`config.mk`:
```
export PLATFORM = sky130hd
export DESIGN_NAME = uart_bus_bridge
export DESIGN_NICKNAME = d
export VERILOG_FILES = /design/src/rtl/uart_bus_bridge.sv
export SDC_FILE = /design/constraint.sdc
export NUM_CORES = 1
export LEC_CHECK = 0
export BUFFER_PORTS_ARGS = -buffer_cell sky130_fd_sc_hd__buf_4
export CAP_MARGIN = 20
export CORE_AREA = 5 5 156 158
export DETAILED_ROUTE_END_ITERATION = 10
export DIE_AREA = 0 0 161 163
export PLACE_DENSITY = 0.43
export SLEW_MARGIN = 20
export SYNTH_ARGS = -nofsm -noshare
export SYNTH_HDL_FRONTEND = slang
export SYNTH_SLANG_ARGS = --single-unit
```
`constraint.sdc`:
```
create_clock -name vclk -period 1.4
set_input_delay 0.07 -clock vclk [all_inputs]
set_output_delay 0.07 -clock vclk [all_outputs]
set_load 0.02 [all_outputs]
```
`src/rtl/uart_bus_bridge.sv`:
```
// rtl/uart_bus_bridge.sv - APB / AHB-Lite / Avalon-MM slave front-end for the UART register block
module uart_bus_bridge #(
    parameter string BUS = "apb",
    parameter int    AW  = 32,
    parameter int    DW  = 32
) (
    input  logic          clk,
    input  logic          rstn,
    input  logic [AW-1:0] paddr,
    input  logic [DW-1:0] pwdata,
    input  logic          psel,
    input  logic          penable,
    input  logic          pwrite,
    output logic [DW-1:0] prdata,
    output logic          pready,
    output logic          pslverr,
    input  logic [AW-1:0] haddr,
    input  logic [DW-1:0] hwdata,
    input  logic          hwrite,
    input  logic          hsel,
    input  logic [1:0]    htrans,
    input  logic [2:0]    hsize,
    input  logic [2:0]    hburst,
    output logic [DW-1:0] hrdata,
    output logic          hready,
    output logic [1:0]    hresp,
    input  logic [AW-1:0] address,
    input  logic [DW-1:0] writedata,
    input  logic          write,
    input  logic          chipselect,
    output logic [DW-1:0] readdata,
    output logic [AW-1:0] addr,
    output logic          re,
    output logic          we,
    output logic [DW-1:0] wd,
    input  logic [DW-1:0] rd
);
    localparam bit IS_APB = (BUS == "apb");
    localparam bit IS_AHB = (BUS == "ahb");
    localparam bit IS_AVL = (BUS == "avalon");

    typedef enum logic [1:0] {IDLE, WDATA, RD1, RD2} ahb_state_t;

    ahb_state_t    state;
    logic [AW-1:0] a_addr;
    logic          avl_rvalid;
    logic          ahb_ready;
    logic          accept;
    logic          unused_ahb;

    // hsize/hburst carry no meaning for 32-bit single transfers; htrans[0] only splits NONSEQ/SEQ
    assign unused_ahb = ^{hsize, hburst, htrans[0]};

    assign ahb_ready = (state != RD1);
    assign accept    = IS_AHB && hsel && htrans[1] && ahb_ready;

    always_ff @(posedge clk or posedge rstn) begin
        if (rstn) begin
            state      <= IDLE;
            a_addr     <= '0;
            avl_rvalid <= 1'b0;
        end else begin
            avl_rvalid <= IS_AVL && chipselect && !write;
            case (state)
                RD1: state <= RD2;
                default: begin
                    if (accept) begin
                        state  <= hwrite ? WDATA : RD1;
                        a_addr <= haddr;
                    end else begin
                        state <= IDLE;
                    end
                end
            endcase
        end
    end

    // Strobes are gated by reset so nothing reaches the core while it is held
    always_comb begin
        addr     = '0;
        re       = 1'b0;
        we       = 1'b0;
        wd       = '0;
        prdata   = '0;
        hrdata   = '0;
        readdata = '0;
        pready   = IS_APB;
        pslverr  = 1'b0;
        hready   = IS_AHB && ahb_ready;
        hresp    = 2'b00;
        if (!rstn) begin
            if (IS_APB) begin
                if (psel && !penable && !pwrite) begin
                    re   = 1'b1;
                    addr = paddr;
                end else if (psel && penable && pwrite) begin
                    we   = 1'b1;
                    addr = paddr;
                    wd   = pwdata;
                end
                if (psel && penable && !pwrite)
                    prdata = rd;
            end else if (IS_AHB) begin
                case (state)
                    WDATA: begin
                        we   = 1'b1;
                        addr = a_addr;
                        wd   = hwdata;
                    end
                    RD1: begin
                        re   = 1'b1;
                        addr = a_addr;
                    end
                    RD2:     hrdata = rd;
                    default: ;
                endcase
            end else if (IS_AVL) begin
                if (chipselect) begin
                    addr = address;
                    if (write) begin
                        we = 1'b1;
                        wd = writedata;
                    end else begin
                        re = 1'b1;
                    end
                end
                if (avl_rvalid)
                    readdata = rd;
            end
        end
    end
endmodule

```
==> Yosys cells after proc, flatten, opt, wreduce, memory -nomap -nowiden <==
Index checks and enable logic that the tools add are counted.
Widths: inputs -> output; s select.
{ "op_classes": {"div_mod_pow": 0, "mul": 0, "muxes": 13, "n_lt_le_gt_ge": 0, "bitwise_logic": 0, "add_sub_neg": 0, "n_reduce_logical": 7, "shift": 0, "n_eq_ne": 0} }
{ "ops": {"columns": ["cell", "n"], "rows": [
  ["$mux 32", 8],
  ["$logic_and 1x1->1", 5],
  ["$mux 1", 5],
  ["$logic_not 1->1", 2]
]} }
{ "totals": {"in_bits": 241, "ram_bits": 0, "latchBits": 0, "register_bits": 0, "romBits": 0, "memories": 0, "elab_cells": 20, "output_inout_bits": 167} }

==> Longest topological paths before layout <==
{ "logic_depth": {"word_depth": 5, "depth_mapped": 3, "mapped_depth_nobuf": 2} }

==> Least setup slack after synthesis <==
OpenSTA, ideal clock, no wires.
{ "synth_timing": {"path_type": "input to output", "from": "input rstn", "to": "output re", "arrival_ns": 0.846, "path_buffers": 0, "setup_slack_ns": 0.484, "path_stages": 1, "t_required_ns": 1.330, "path_cell_list": "nor4b_1"} }
{ "synth_via": {"elab_chain_len": 1} }
{ "synth_lines": {"columns": ["item", "line_no", "text"], "rows": [
  ["start: declaration", "8", "input logic rstn,"],
  ["$mux 1", "91", "if (!rstn) begin"],
  ["end: declaration", "33", "output logic re,"]
]} }
Every way passes these cells.

==> Worst setup path after layout <==
{ "layout_timing": {"from": "input rstn", "to": "output wd[2]"} }
{ "layout_via": {"elab_chain_len": 1} }
{ "layout_lines": {"columns": ["item", "line_no", "text"], "rows": [
  ["$mux 32", "91", null],
  ["end: declaration", "35", "output logic [DW-1:0] wd,"]
]} }
Every way passes these cells.

==> metrics.md <==
| Metric | Value |
|---|---|
| Status | complete, no violations |
| Achievable Freq | between 800 and 900 MHz |
| Layout cell share with drive strength beyond 1 | 55.0% |
| Initial core utilization | 5.58% |
| Num sequential | 0 |
| Maxcap violations | 0 |
| Die X-Extent | between 150 and 200 um |
| PnR Total Power | 0.000681 W |
| Vias in the first global route | 1463 |
| Top cells by area, synth | buf_4 40%, and2_1 31%, and3_1 16%, buf_6 5.3%, and4bb_4 1.3% |
| Hold Path Sink | re |
| Critical Path RT | 1330 ps |
| Yosys warns | 0 |
| Sequential element share of the synthesized area | 0% |
| Die H | ~160 um |
| Period utilisation layout | approximately four fifths |
| Setup TNS | 0 ps |
| Switching part of the total | about 55% |
| CP max stage cell | and4b_4 |
| WHS Path Cells | 3 |
| Max-slew violations | 0 |
| Seq pwr share | 0% |
| Fillcell total | approximately 2700 |
| GRT overflow | 0 |
| Largest net degree at the start of global routing | 34 |
| Post-DRT Antenna Nets | 0 |
| Kind of critical path | in -> out |
| RSZ-0062 raised after global routing | no |
| Syn avg cell area | 6.97 um^2 |
| Comb power frac | 100.0% |
| Synth Cell Area | approximately 1300 um^2 |
| Final worst slack | around 270 ps |
| PwrDens | about 240 nW/um^2 |
| # nets final | 614 |
| WP data arrival | approximately 1100 ps |
| Sw power | between 0.0003 and 0.0004 W |
| Postcts setup bufs | 0 |
| DR pass1 iterations | 3 |
| Post-layout util | approximately 12% |
| GRT Total Usage | 3.61% |
| P_leak | ~1.7 nW |
| Total length of routed wires | 6130 um |
| HP Start | rstn |
| Most frequent cell after synthesis | buf_4 |
| DRC errors left | 0 |
| Final Instance Count excl. Fillers | between 600 and 700 |
| CLK BUF | 0 |
| CP endpoint kind | output pin |
| CP max FO | 33 |
| # IOs | 408 |
| First-pass GRT wire length | between 7000 and 8000 um |
| HP Class | in -> out |
| Dpl cells | 661 |
| Avg Vias per Cell | around 2.4 |
| Final Setup Violations | 0 |
| Detailed placer's ending HPWL | ~5500 um |
| Crit path largest cell delay | about 540 ps |
| Most common cell on crit path | buf_4 |
| Int Power | 0.000307 W |
| Post-synth cell types | 12 |
| Hold Fails Final Rpt | 0 |
| Average routed wire per standard cell | about 9.3 um |
| # port buffers | 198 |
| Startpoint types | input port |
| Post-route minimum period | about 1100 ps |
| Top cells by count, synth | 69 x buf_4, 64 x and2_1, 32 x and3_1 |
| Pre-CTS WS | around 260 ps |
| # rows | 56 |
| Maximum vdd drop | 0.0748 mV |
| Sequential cell area | 0 um^2 |
| Area growth syn-to-layout | 121% |
| Worst-path cell chain | buf_4, and4b_4, and2_1, buf_4 |
| RD Place Congestion | 0.652 |
| Vias | 1616 |
| Initial DRC count | 30 |
| Initial antenna violation count | 0 |
| Top cell type's share of synthesized area | between 40% and 50% |
| Diodes inserted | 0 |
| Hold Buf Count CTS | 0 |
| Clock network fraction of design power | 0% |
| Post-CTS sizing | 0 |
| Synth Instances | between 150 and 200 |
| Largest area contributor in the netlist | buf_4 |
| Die area | 26200 um^2 |
| Core Footprint | 23000 um^2 |
[layout make-up]
cell class,instances,area [um^2],area share [%]
repair buffers,201,1550,54.6
multi-input cells,170,922,32.6
well taps,290,363,12.8
[worst max-delay path: cells and delay by family]
kind	cells	cell delay, ps
buffers and inverters	2	260
AND/OR/NAND/NOR	2	720
[layer usage]
layer | up-vias | routed length, um | GRT usage [%]
met5 | - | 0 | 0
met3 | 0 | 797 | 1.04
li1 | 813 | - | -
met4 | 0 | 0 | 0
met1 | 659 | 2180 | 4.27
met2 | 144 | 3150 | 6.87
[worst max path at each step]
stage               cells past startpoint  from      to
floorplan                               1  rstn      re
global placement                        4  rstn  wd[21]
detailed placement                      4  rstn  wd[21]
CTS                                     4  rstn  wd[21]
global route                            4  rstn  wd[10]
finish                                  4  rstn   wd[2]
[stage by stage]
stage	instance area, um^2	hold slack (ps)
2_1_floorplan	1530	223
3_3_place_gp	2830	429
5_1_grt	2830	453
4_1_cts	2830	438
6_report	2830	431
3_5_place_dp	2830	433
[cells by family after synthesis]
logic type	synth area share, %
xor+xnor	1.27
other cells	0.586
simple gates	50.4
buf+inv	47.7
[power by group through the flow]
stage	Sequential, W	Clock, W	Combinational (W)
finish	0	0	0.000681
global route	0	0	0.000728
CTS	0	0	0.000685
detailed placement	0	0	0.000684
global placement	0	0	0.000683
floorplan	0	0	0.000487
[placed cells by master (no fill, tap or decap), drive strengths merged]
cell type,instances
nor4b,1
and4b,1
and4bb,1
xnor2,1
and2b,1
buf,201
and2,64
and3,32
conb,69
No activity file was read; power rests on OpenSTA's default activity.
